**config.mk**
```make
export PLATFORM = sky130hd
export DESIGN_NAME = spi_flash_responder
export DESIGN_NICKNAME = d
export VERILOG_FILES = /design/src/rtl/spi_flash_pkg.sv /design/src/rtl/spi_edge_sync.sv /design/src/rtl/spi_flash_responder.sv
export SDC_FILE = /design/constraint.sdc
export NUM_CORES = 1
export LEC_CHECK = 0
export BUFFER_PORTS_ARGS = -buffer_cell sky130_fd_sc_hd__buf_2
export CORE_ASPECT_RATIO = 1.5
export CORE_UTILIZATION = 58
export DETAILED_ROUTE_END_ITERATION = 10
export PLACE_DENSITY = 0.81
export SYNTH_ARGS = -nofsm -noshare
export SYNTH_HDL_FRONTEND = slang
export SYNTH_SLANG_ARGS = --single-unit
export TNS_END_PERCENT = 20
```
**constraint.sdc**
```tcl
create_clock -name CLK -period 2.4 [get_ports CLK]
set_clock_uncertainty 0.1 [all_clocks]
set_input_delay 0.12 -clock CLK [delete_from_list [all_inputs] [get_ports CLK]]
set_output_delay 0.12 -clock CLK [all_outputs]
set_load 0.02 [all_outputs]
```
**src/rtl/spi_flash_pkg.sv**
```systemverilog
// spi_flash_pkg: state encoding, opcodes and data-source selectors for the SPI flash responder.
package spi_flash_pkg;
    localparam logic [2:0] ST_IDLE   = 3'd0;
    localparam logic [2:0] ST_CMD    = 3'd1;
    localparam logic [2:0] ST_ADDR   = 3'd2;
    localparam logic [2:0] ST_DATA   = 3'd3;
    localparam logic [2:0] ST_IGNORE = 3'd4;
    localparam logic [7:0] CMD_READ  = 8'h03;
    localparam logic [7:0] CMD_RDID  = 8'h9F;
    localparam logic [7:0] CMD_RDSR  = 8'h05;
    localparam logic [1:0] SRC_MEM   = 2'd0;
    localparam logic [1:0] SRC_ID    = 2'd1;
    localparam logic [1:0] SRC_SR    = 2'd2;
endpackage

```
**src/rtl/spi_edge_sync.sv**
```systemverilog
// spi_edge_sync: 2-flop synchronizers for CS/SCLK/MOSI; a third stage on CS and SCLK
// yields single-cycle rise/fall strobes.
module spi_edge_sync (
    input  logic clk,
    input  logic rst,
    input  logic cs_i,
    input  logic sclk_i,
    input  logic mosi_i,
    output logic cs_o,
    output logic mosi_o,
    output logic cs_rise_o,
    output logic cs_fall_o,
    output logic sclk_rise_o,
    output logic sclk_fall_o
);
    logic [2:0] cs_q;
    logic [2:0] sclk_q;
    logic [1:0] mosi_q;
    always_ff @(posedge clk) begin
        if (rst) begin
            cs_q   <= '1;
            sclk_q <= '0;
            mosi_q <= '0;
        end else begin
            cs_q   <= {cs_q[1:0], cs_i};
            sclk_q <= {sclk_q[1:0], sclk_i};
            mosi_q <= {mosi_q[0], mosi_i};
        end
    end
    assign cs_o        = cs_q[2];
    assign mosi_o      = mosi_q[1];
    assign cs_rise_o   = cs_q[1] & ~cs_q[2];
    assign cs_fall_o   = ~cs_q[1] & cs_q[2];
    assign sclk_rise_o = sclk_q[1] & ~sclk_q[2];
    assign sclk_fall_o = ~sclk_q[1] & sclk_q[2];
endmodule

```
**src/rtl/spi_flash_responder.sv**
```systemverilog
// spi_flash_responder: SPI mode-0 flash slave answering READ (0x03), RDID (0x9F) and RDSR (0x05)
// from a byte memory with a one-byte prefetch, all logic in the CLK domain.
module spi_flash_responder
    import spi_flash_pkg::*;
#(
    parameter int          MEM_AW   = 16,
    parameter logic [23:0] JEDEC_ID = 24'hEF4016
) (
    input  logic              CLK,
    input  logic              RST,
    input  logic              SPI_CS,
    input  logic              SPI_SCLK,
    input  logic              SPI_MOSI,
    output logic              SPI_MISO,
    output logic              MISO_OE,
    output logic [MEM_AW-1:0] MEM_ADDR,
    output logic              MEM_RD,
    input  logic [7:0]        MEM_RDATA
);
    logic              cs_s, mosi, cs_rise, cs_fall, sclk_rise, sclk_fall;
    logic [2:0]        state_q, state_d;
    logic [4:0]        cnt_q, cnt_d;
    logic [MEM_AW-2:0] sh_q, sh_d;
    logic [MEM_AW-1:0] addr_q, addr_d;
    logic [7:0]        tx_q, tx_d, pf_q, pf_d, byte_v, id_byte, cmd;
    logic [1:0]        src_q, src_d, idx_q, idx_d, warm_q, warm_d;
    logic              miso_q, miso_d, oe_q, oe_d, rd_q, rd_d, req_q, req_d, cap_q, cap_d;
    logic              load_q, load_d, armed_q, armed_d;

    spi_edge_sync u_sync (
        .clk(CLK), .rst(RST), .cs_i(SPI_CS), .sclk_i(SPI_SCLK), .mosi_i(SPI_MOSI),
        .cs_o(cs_s), .mosi_o(mosi), .cs_rise_o(cs_rise), .cs_fall_o(cs_fall),
        .sclk_rise_o(sclk_rise), .sclk_fall_o(sclk_fall)
    );

    assign cmd     = {sh_q[6:0], mosi};
    assign id_byte = (idx_q == 2'd0) ? JEDEC_ID[23:16] : (idx_q == 2'd1) ? JEDEC_ID[15:8] : JEDEC_ID[7:0];
    assign byte_v  = (src_q == SRC_MEM) ? pf_q : (src_q == SRC_ID) ? id_byte : 8'h00;

    // A CS fall is only honoured once CS has been seen high after reset, so a reset
    // in mid-transaction drops the remainder of that transaction.
    always_comb begin
        state_d = state_q;
        cnt_d   = cnt_q;
        sh_d    = sh_q;
        tx_d    = tx_q;
        pf_d    = cap_q ? MEM_RDATA : pf_q;
        miso_d  = miso_q;
        oe_d    = oe_q;
        rd_d    = req_q;
        addr_d  = req_q ? addr_q + MEM_AW'(1) : addr_q;
        req_d   = 1'b0;
        cap_d   = rd_q;
        src_d   = src_q;
        idx_d   = idx_q;
        load_d  = load_q;
        warm_d  = (warm_q == 2'd3) ? warm_q : warm_q + 2'd1;
        armed_d = armed_q | ((warm_q == 2'd3) & cs_s);
        if (cs_rise) begin
            state_d = ST_IDLE;
            cnt_d   = '0;
            sh_d    = '0;
            tx_d    = '0;
            miso_d  = 1'b0;
            oe_d    = 1'b0;
            rd_d    = 1'b0;
            load_d  = 1'b0;
            idx_d   = '0;
        end else if (cs_fall && armed_q) begin
            state_d = ST_CMD;
            cnt_d   = '0;
            oe_d    = 1'b1;
            miso_d  = 1'b0;
            load_d  = 1'b0;
            idx_d   = '0;
        end else if (sclk_rise && state_q inside {ST_CMD, ST_ADDR, ST_DATA}) begin
            sh_d  = {sh_q[MEM_AW-3:0], mosi};
            cnt_d = cnt_q + 5'd1;
            if (state_q == ST_CMD && cnt_q == 5'd7) begin
                cnt_d   = '0;
                src_d   = (cmd == CMD_RDID) ? SRC_ID : (cmd == CMD_RDSR) ? SRC_SR : SRC_MEM;
                state_d = (cmd == CMD_READ) ? ST_ADDR :
                          (cmd == CMD_RDID || cmd == CMD_RDSR) ? ST_DATA : ST_IGNORE;
                load_d  = (cmd == CMD_RDID || cmd == CMD_RDSR);
            end
            if (state_q == ST_ADDR && cnt_q == 5'd23) begin
                cnt_d   = '0;
                state_d = ST_DATA;
                rd_d    = 1'b1;
                addr_d  = {sh_q, mosi};
                load_d  = 1'b1;
            end
            if (state_q == ST_DATA && cnt_q == 5'd7) begin
                cnt_d  = '0;
                load_d = 1'b1;
            end
        end else if (sclk_fall && state_q == ST_DATA) begin
            if (load_q) begin
                miso_d = byte_v[7];
                tx_d   = {byte_v[6:0], 1'b0};
                load_d = 1'b0;
                idx_d  = (idx_q == 2'd2) ? 2'd0 : idx_q + 2'd1;
                req_d  = (src_q == SRC_MEM);
            end else begin
                miso_d = tx_q[7];
                tx_d   = {tx_q[6:0], 1'b0};
            end
        end
    end

    always_ff @(posedge CLK) begin
        if (RST) begin
            state_q <= ST_IDLE;
            cnt_q   <= '0;
            sh_q    <= '0;
            addr_q  <= '0;
            tx_q    <= '0;
            pf_q    <= '0;
            miso_q  <= 1'b0;
            oe_q    <= 1'b0;
            rd_q    <= 1'b0;
            req_q   <= 1'b0;
            cap_q   <= 1'b0;
            src_q   <= '0;
            idx_q   <= '0;
            load_q  <= 1'b0;
            warm_q  <= '0;
            armed_q <= 1'b0;
        end else begin
            state_q <= state_d;
            cnt_q   <= cnt_d;
            sh_q    <= sh_d;
            addr_q  <= addr_d;
            tx_q    <= tx_d;
            pf_q    <= pf_d;
            miso_q  <= miso_d;
            oe_q    <= oe_d;
            rd_q    <= rd_d;
            req_q   <= req_d;
            cap_q   <= cap_d;
            src_q   <= src_d;
            idx_q   <= idx_d;
            load_q  <= load_d;
            warm_q  <= warm_d;
            armed_q <= armed_d;
        end
    end

    assign SPI_MISO = miso_q;
    assign MISO_OE  = oe_q;
    assign MEM_RD   = rd_q;
    assign MEM_ADDR = addr_q;
endmodule

```
==> results of run 1 <==
==> flip-flops by register name (all words and copies together) (netlist names), 3 cells and up <==
register       flops
pf_q               8
tx_q               7
MEM_ADDR          16
sh_q              15
state_q            3
cnt_q              5
u_sync.cs_q        3
u_sync.sclk_q      3
==> placed cells by master, fill, tap and decap left out, drive strengths merged, types with 2 or more instances in the layout <==
master,instances
or3,7
dlygate4sd3,11
xor2,8
a211oi,14
nor2b,6
nand3b,2
nor3,14
o31ai,8
ha,3
a311oi,4
dfxtp,75
xnor2,4
or4,9
buf,39
inv,3
and3,3
nand2b,9
o22ai,2
a22o,2
nor4,3
a21oi,28
nand4,8
and4,2
nor2,43
or2,4
clkinvlp,3
or3b,2
nor3b,2
mux2i,27
nand2,18
a31oi,3
clkbuf,10
clkinv,3
nand3,10
o21ai,7
==> worst paths after layout <==
path / start / end / slack (ps)
max: cnt_q[0]$_SDFFE_PP0N_ / src_q[0]$_SDFFE_PP0P_ / 310
min: RST / MEM_ADDR[8]$_SDFF_PP0_ / 100
max reg2reg: cnt_q[0]$_SDFFE_PP0N_ / src_q[0]$_SDFFE_PP0P_ / 310
min reg2reg: u_sync.cs_q[0]$_SDFF_PP1_ / u_sync.cs_q[1]$_SDFF_PP1_ / 310
==> cells by family after synthesis <==
group	share of synthesized area, %
and+or+nand+nor	24.6
DFF	46.0
AOI/OAI and AO/OA	13.5
muxes	8.28
buffers and inverters	3.22
xor gates and xnor gates	3.22
adders and majority gates	1.15
==> cell type report <==
| type | instances | share of cell area (%) |
|---|---|---|
| tap | 70 | 2.32 |
| sequential | 75 | 39.7 |
| multi-input combinational | 259 | 43.9 |
| clock buffer | 10 | 3.37 |
| timing repair buffer | 50 | 8.60 |
| clock inverter | 6 | 1.75 |
| inverter | 4 | 0.397 |
==> metal layers <==
metal	global-route usage [%]	vias up
li1	-	1388
met1	26.9	1305
met2	51.8	54
met3	5.83	16
met4	13.8	0
met5	0	-
==> what timing repair did <==
item / CTS / global route
hold endpoints to repair: 11 / 0
hold buffers: 11 / 0
setup endpoints to repair: 0 / 0
==> power by group through the flow <==
stage	clock network (W)	registers, W	logic, W
floorplan	0	0.00129	0.0000536
global placement	0	0.00130	0.0000758
detailed placement	0	0.00130	0.0000779
CTS	0.000963	0.00127	0.0000920
global route	0.00100	0.00127	0.000103
finish	0.000945	0.00127	0.0000922
==> worst max-delay path, cell delays in order (launching register included) <==
cell	delay, ps
dfxtp_1	370
ha_1	240
nand4bb_4	140
or4_1	530
or4_1	500
a21oi_1	140
==> per-stage QoR <==
step                      setup WS (ps)  std cells  hold slack (ps)  utilization [%]  total power, W
after floorplan                     419        359              124                -         0.00135
after global placement              385        447              202             63.8         0.00137
after detailed placement            353        447              206             63.8         0.00138
after CTS                           324        474             98.1             69.4         0.00232
after global routing                230        474              111             69.4         0.00238
final                               307        474             97.0             69.4         0.00231
==> results by group, run 1 <==
Timing
  • Final period util: roughly 87%
  • Unrepaired setup endpoints after global routing: false
  • Total negative slack: 0 ps
  • Slew @ Worst Pin: 813 ps
  • Final min period: 2090 ps
  • Worst slew margin: 45.7%
  • Final Max Slew Viols: 0
  • Final setup viols: 0
  • Fmax: 478 MHz
  • Endpoints failing hold: 0

Final layout
  • Reg area: approximately 1500 sq um
  • Layout area overhead: 15.8%
  • Multi-input combinational cell area: 1660 sq um
  • Final nets: 415
  • Diode count: 0
  • Fill cells: about 450
  • Cell area after layout: between 3000 and 4000 sq um
  • Share of cells above drive strength 1: approximately 16%

Die
  • Initial core utilization: 59.9%
  • Io pins: 32
  • FP Rows: 33
  • Die ar.: 5940 sq um
  • DIE WIDTH: 63.3 um
  • Core ar.: around 5500 sq um
  • Die Span Y: 93.9 um

Global route
  • Largest net degree at the start of global routing: 35
  • Vias in the first global route: 2,692
  • Initial antenna violation count: 0
  • Gr usage total: between 20% and 30%
  • First-pass GRT wire length: ~12,000 um
  • Gr ovfl total: 0

Critical path
  • CP Launch Type: register
  • WP data required: around 2600 ps
  • Critical path arrival: approximately 2300 ps
  • Reg2Reg Depth: 5
  • Crit Path Max Fanout: 7
  • WS Path Type: reg -> reg
  • Crit path capture type: register

Power and ir drop
  • Power density cells: 609 nW/um^2
  • Switching Fraction: 22.7%
  • Combinational Power Share: 4.0%
  • NetSw: approximately 0.00052 W
  • VDD IR max: 0.459 mV
  • Share of total power in the clock network: 41.0%
  • Lkg Pwr: 1.46 nW
  • Int Power: about 0.0018 W
  • Sequential share of power: 55.0%

Placed design
  • Input/output buffers: 31
  • Final GP Congestion: 0.843
  • Placement-stage cell area: 3480 sq um
  • HPWL after DPL: 5060 um

Clocking
  • CTS buffer count: 9
  • Post-CTS sizing: 0
  • Max H-tree Level: 3
  • Max Buffers Root-to-Sink: 2
  • CTS tree: yes
  • Clock Sink Count: 75
  • Setup Buffers After CTS: 0
  • Clock root buffer: clkbuf_8
  • Clk Latency, worst-skew pair: 350 ps
  • Clock slew seen by the registers of the worst setup and hold paths: 80 ps

Synthesis
  • Avg Inst Size Synth: 9.10 sq um
  • Number of synthesized flops with an enable pin: 0
  • Area leader, netlist: dfxtp_1
  • Register bit count reported by yosys: 75
  • Commonest cells in the netlist: dfxtp_1, nor2_1, a21oi_1, mux2i_1, nand2_1
  • Syn nets: 375
  • Cell count after synthesis: approximately 360
  • Netlist Area Pre-Place: 3270 sq um
  • Cell with the most instances after synthesis: dfxtp_1
  • YS warnings: 0
  • Top FF cell, synth: dfxtp_1
  • Dominant cells by area after synthesis: dfxtp_1, mux2i_1, nor2_1, a21oi_1, a211oi_1
  • Seq/Total Area, Yosys: a little under half
  • Unique masters post-synth: 46
  • Top cell type's share of synthesized area: 46.0%
  • Async set or reset register ratio after synthesis: 0%

Route
  • Met2 routed WL: 4090 um
  • M1 wire length: approximately 2900 um
  • Post-DRT Antenna Nets: 0
  • Wirelength, routed: ~7400 um
  • Vias: 2,763
  • WL met3: 213 um
  • Drt drc: 0
  • Vias/cell: around 5.8
  • Average routed wire per standard cell: 15.6 um
  • Detailed Routing Iterations Pass 1: 4
  • Starting DRT DRC Count: 94
  • Uppermost layer routed: met4

Min path
  • Hold Crit Depth: 4
  • Hold/Removal Path Class: in -> reg

Run
  • Max cap viols: 0

Outcome
  • Outcome: finished, final reports clean
No activity file was read; power rests on OpenSTA's default activity.
==> run 2, diff against run 1 <==
CORE_MARGIN = 3   (was default)
REMOVE_ABC_BUFFERS = 1   (was default)
==> run 2 against run 1 <==
Compared with the run above: count of clock-buffer cells in the layout increased by 1; register-to-register slack about the same; sequential cell count unchanged; highest routed layer unchanged; combinational power increased by 0.8%; largest cell class unchanged; clock power increased by 2.9%; total power increased by 1.2%; worst setup slack got worse by 11 ps; die area increased by 11%; cell area increased by 0.20%; wire length increased by 0.62%; critical path type unchanged.
==> results by group, run 2 (synthesis gave the netlist of run 1 again) <==
Min path
  • Hold Crit Depth: 4
  • Hold/Removal Path Class: in -> reg
  • Hold Startpoint: RST
  • WHS Endpoint: MEM_ADDR[9]$_SDFF_PP0_

Critical path
  • RR Startpoint: cnt_q[1]$_SDFFE_PP0N_
  • R2R Path End: src_q[0]$_SDFFE_PP0P_
  • R2r setup slk: slightly below 300 ps
  • WS Path Type: reg -> reg
  • Most common cell on crit path: or4_1
  • Crit path buf inv count: 0
  • Reg2Reg Depth: 5
  • Crit path capture type: register
  • Crit Path Max Fanout: 7
  • CP max stage delay: 530 ps
  • Critical-path top delay cell: or4_1
  • CP Launch Type: register
  • Worst-path cell chain: ha_1 -> nand4bb_4 -> or4_1 -> or4_1 -> a21oi_1
  • Critical path arrival: 2280 ps
  • CP top delay family: simple AND/OR/NAND/NOR gates
  • WP data required: 2570 ps

Route
  • Starting DRT DRC Count: 146
  • Vias: 2,819
  • Wirelength, routed: 7440 um
  • Average routed wire per standard cell: 15.8 um
  • Drt drc: 0
  • Vias/cell: 5.97
  • Detailed Routing Iterations Pass 1: 4
  • Post-DRT Antenna Nets: 0

Clocking
  • Setup Buffers After CTS: 0
  • Max H-tree Level: 3
  • Post-CTS sizing: 0
  • Clock slew seen by the registers of the worst setup and hold paths: 80 ps
  • CTS buffer count: 9
  • Clock Sink Count: 75
  • Clk Latency, worst-skew pair: 340 ps
  • CTS Hold Bufs: 11
  • CTS tree: yes
  • Max Buffers Root-to-Sink: 2
  • Clock root buffer: clkbuf_8

Final layout
  • Share of cells above drive strength 1: about 16%
  • Layout area overhead: 16.1%
  • Most frequent cells in the layout: dfxtp_1, nor2_1, buf_2
  • Cell area after layout: 3790 sq um
  • Diode count: 0
  • Max reg flops: 16
  • Fill cells: 435
  • Layout Cells excl Fill: 472
  • Final nets: 415
  • Commonest non-fill, non-tap cell in the layout: dfxtp_1

Global route
  • Largest net degree at the start of global routing: 35
  • Vias in the first global route: 2,779
  • Gr usage total: 24.6%
  • Gr ovfl total: 0
  • First-pass GRT wire length: 12,700 um
  • Initial antenna violation count: 0

Timing
  • Final Max Slew Viols: 0
  • Fmax: roughly 480 MHz
  • Worst slew margin: 43.4%
  • Min Hold Slack: 124 ps
  • Endpoints failing hold: 0
  • Final setup viols: 0
  • Final period util: 87.7%
  • Slew @ Worst Pin: 847 ps
  • Total negative slack: 0 ps
  • Final min period: 2100 ps
  • Unrepaired setup endpoints after global routing: false

Placed design
  • Final GP Congestion: 0.805
  • Input/output buffers: 31
  • HPWL after DPL: 5060 um
  • # placed instances: ~450
  • Placement-stage cell area: 3480 sq um

Die
  • Core ar.: 5290 sq um
  • DIE WIDTH: 67.3 um
  • FP Rows: 32
  • Initial core utilization: 61.8%
  • Die ar.: 6590 sq um
  • Io pins: 32
  • Die Span Y: 97.9 um

Power and ir drop
  • Final Total Pwr: 0.00233 W
  • Power density cells: 615 nW/um^2
  • VDD IR max: 0.497 mV
  • Lkg Pwr: approximately 1.5 nW

Run
  • Max cap viols: 0

Outcome
  • Outcome: finished, final reports clean
## run 2: cell types whose count changed in the layout (fill, tap and decap cells not counted)
cell / before / now
clkinv_2: 1 / 0
clkinvlp_4: 3 / 2
clkbuf_8: 9 / 10
clkinv_4: 1 / 2
## run 2: worst max path at each step
stage / from / end / slack, ps / depth (start not counted)
final: cnt_q[1]$_SDFFE_PP0N_ / src_q[0]$_SDFFE_PP0P_ / 300 / 5
after detailed placement: cnt_q[0]$_SDFFE_PP0N_ / src_q[0]$_SDFFE_PP0P_ / 330 / 5
after CTS: cnt_q[0]$_SDFFE_PP0N_ / src_q[0]$_SDFFE_PP0P_ / 320 / 5
after global routing: cnt_q[1]$_SDFFE_PP0N_ / src_q[0]$_SDFFE_PP0P_ / 190 / 5
after floorplan: cnt_q[0]$_SDFFE_PP0N_ / src_q[0]$_SDFFE_PP0P_ / 460 / 5
after global placement: cnt_q[0]$_SDFFE_PP0N_ / src_q[0]$_SDFFE_PP0P_ / 380 / 5
## run 2: final cells by class
type	instances	area (sq um)	share of cell area, %
Multi-Input combinational cell	259	1660	43.8
Sequential cell	75	1500	39.6
Timing Repair Buffer	50	325	8.58
Clock buffer	11	141	3.73
Tap cell	68	85.1	2.24
Clock inverter	5	62.6	1.65
Inverter	4	15.0	0.396
## run 2: worst min-delay path, cell delays in order
cell and delay (ps):
buf_2 90, inv_1 150, o31ai_1 110, a21oi_1 50
## run 2: per-stage QoR
stage | setup WS [ps] | utilization, %
floorplan | 457 | -
global placement | 383 | 65.8
detailed placement | 333 | 65.8
CTS | 318 | 71.7
global route | 192 | 71.7
finish | 296 | 71.7
## run 2: routing by layer
metal	share of wire (%)	GRT usage [%]	vias to the layer above
met5	0	0	-
met4	1.8	9.69	0
met3	3.8	5.52	14
met2	56	44.2	72
met1	39	27.0	1347
li1	-	-	1386
## run 2: power breakdown
| part | total, W | switching [W] | internal, W |
|---|---|---|---|
| Combinational | 0.0000929 | 0.0000503 | 0.0000426 |
| Sequential | 0.00127 | 0.00000849 | 0.00126 |
| Clock | 0.000972 | 0.000460 | 0.000512 |
| Total | 0.00233 | 0.000518 | 0.00181 |
==> run 3, diff against run 2 <==
CORE_UTILIZATION = 40   (was 58)
PLACE_DENSITY = 0.61   (was 0.81)
==> run 3 against run 2 <==
Compared with the run above: sequential share of layout area fell by 1.3 points; first-iteration DRC count fell by 34%; maximum frequency fell by 0.17%; worst setup slack got worse by 3.6 ps; combinational power rose by 1%; sequential cell count did not move; final cell count rose by 7.2%; clock power rose by 31%; wire length fell by 3.2%; global-route usage fell by 7.7 points; cell area rose by 3.3%; largest power group unchanged.
==> results by group, run 3 (synthesis gave the netlist of run 1 again) <==
Power and ir drop
  • Power density cells: 673 nW/um^2
  • Lkg Pwr: 1.50 nW
  • Share of total power in the clock network: just under 50%
  • VDD IR max: 0.431 mV
  • NetSw: 0.000613 W
  • Switching Fraction: a little under a quarter
  • Int Power: just over 0.002 W
  • Sequential share of power: 48.2%
  • Combinational Power Share: 3.6%

Critical path
  • WS Path Type: reg -> reg
  • Reg2Reg Depth: 5
  • WP data required: ~2600 ps
  • R2R Path End: src_q[0]$_SDFFE_PP0P_
  • Critical path arrival: 2280 ps
  • Crit path capture type: register
  • R2r setup slk: 290 ps
  • RR Startpoint: cnt_q[0]$_SDFFE_PP0N_
  • CP Launch Type: register
  • Crit Path Max Fanout: 7

Global route
  • First-pass GRT wire length: roughly 12,000 um
  • Initial antenna violation count: 0
  • Gr ovfl total: 0
  • Vias in the first global route: approximately 2.6k
  • Gr usage total: 16.9%
  • Largest net degree at the start of global routing: 35

Die
  • Initial core utilization: ~42%
  • DIE WIDTH: 79.8 um
  • Die ar.: 9310 sq um
  • Die Span Y: between 100 and 150 um
  • Io pins: 32
  • Core ar.: 7760 sq um
  • FP Rows: 39

Timing
  • Unrepaired setup endpoints after global routing: false
  • Slew @ Worst Pin: 452 ps
  • Endpoints failing hold: 0
  • Total negative slack: 0 ps
  • Final setup viols: 0
  • Final min period: approximately 2100 ps
  • Final Max Slew Viols: 0
  • Worst slew margin: 69.8%
  • Fmax: about 470 MHz
  • Final period util: 87.8%

Final layout
  • Fin util: 50.4%
  • Share of cells above drive strength 1: 16.3%
  • Diode count: 0
  • Final nets: 415
  • Most frequent cells in the layout: dfxtp_1, nor2_1, buf_2
  • Cell area after layout: 3910 sq um
  • Fill cells: 732
  • Layout Cells excl Fill: 506
  • Commonest non-fill, non-tap cell in the layout: dfxtp_1
  • Layout area overhead: 19.8%
  • Max reg flops: 16

Clocking
  • Clk Latency, worst-skew pair: around 330 ps
  • Setup Buffers After CTS: 0
  • Clock slew seen by the registers of the worst setup and hold paths: ~60 ps
  • Clock root buffer: clkbuf_16
  • Max Buffers Root-to-Sink: 2
  • CTS Hold Bufs: 11
  • CTS buffer count: 9
  • Max H-tree Level: 3
  • Clock Sink Count: 75
  • CTS tree: yes
  • Post-CTS sizing: 0

Placed design
  • Final GP Congestion: 0.769
  • Placement-stage cell area: 3520 sq um
  • Input/output buffers: 31
  • HPWL after DPL: 4920 um
  • # placed instances: ~480

Route
  • Post-DRT Antenna Nets: 0
  • Average routed wire per standard cell: between 10 and 15 um
  • Drt drc: 0
  • Detailed Routing Iterations Pass 1: 4
  • Vias: between 2k and 3k
  • Wirelength, routed: approximately 7000 um
  • Starting DRT DRC Count: 96
  • Vias/cell: between 5 and 6

Min path
  • Hold/Removal Path Class: in -> reg
  • Hold Crit Depth: 4
  • WHS Endpoint: MEM_ADDR[15]$_SDFF_PP0_
  • Hold Startpoint: RST

Outcome
  • Outcome: finished, final reports clean

Run
  • Max cap viols: 0
-- run 3: cell count changes in the layout (fill, tap and decap cells not counted), sizes merged --
cell,before,now
clkinv,3,2
clkbuf,11,9
bufinv,1,0
inv,3,6
clkinvlp,2,3
-- run 3: critical path, cell delays in order (launching register included) --
cell	delay, ps
dfxtp_1	360
ha_1	250
nand4bb_4	140
or4_1	530
or4_1	500
a21oi_1	140
-- run 3: layout make-up --
class	instances	area, sq um	share of cell area, %
repair buffers	50	325	8.31
inverters	4	15.0	0.384
flip-flops and latches	75	1500	38.4
well taps	102	128	3.26
multi-input cells	259	1660	42.4
clock inverters	7	60.1	1.53
clock buffers	9	225	5.75
-- run 3: how the worst max path moves through the flow --
stage	from	endpoint	slack [ps]	cells past startpoint
2_1_floorplan	cnt_q[0]$_SDFFE_PP0N_	src_q[0]$_SDFFE_PP0P_	460	5
3_3_place_gp	cnt_q[0]$_SDFFE_PP0N_	src_q[0]$_SDFFE_PP0P_	360	5
3_5_place_dp	cnt_q[0]$_SDFFE_PP0N_	src_q[0]$_SDFFE_PP0P_	310	5
4_1_cts	cnt_q[0]$_SDFFE_PP0N_	src_q[0]$_SDFFE_PP0P_	290	5
5_1_grt	cnt_q[0]$_SDFFE_PP0N_	src_q[0]$_SDFFE_PP0P_	130	5
6_report	cnt_q[0]$_SDFFE_PP0N_	src_q[0]$_SDFFE_PP0P_	290	5
-- run 3: power by group through the flow --
| stage | combinational (W) | sequential (W) | clock [W] |
|---|---|---|---|
| after floorplan | 0.0000436 | 0.00129 | 0 |
| after global placement | 0.0000790 | 0.00130 | 0 |
| after detailed placement | 0.0000810 | 0.00130 | 0 |
| after CTS | 0.0000951 | 0.00127 | 0.00130 |
| after global routing | 0.000106 | 0.00127 | 0.00134 |
| final | 0.0000938 | 0.00127 | 0.00127 |
-- run 3: through the flow --
| stage | worst slack, ps | power, W | hold WS (ps) |
|---|---|---|---|
| floorplan | 457 | 0.00134 | 89.1 |
| global placement | 358 | 0.00137 | 206 |
| detailed placement | 313 | 0.00138 | 210 |
| CTS | 294 | 0.00267 | 109 |
| global route | 128 | 0.00272 | 153 |
| finish | 292 | 0.00263 | 114 |
-- run 3: per-layer routing --
layer / vias to the layer above / wire length [um] / track usage (%)
met2: 41 / 3630 / 29.2
met1: 1258 / 3170 / 19.7
met5: - / 0 / 0
li1: 1385 / - / -
met3: 11 / 224 / 2.85
met4: 0 / 167 / 9.47
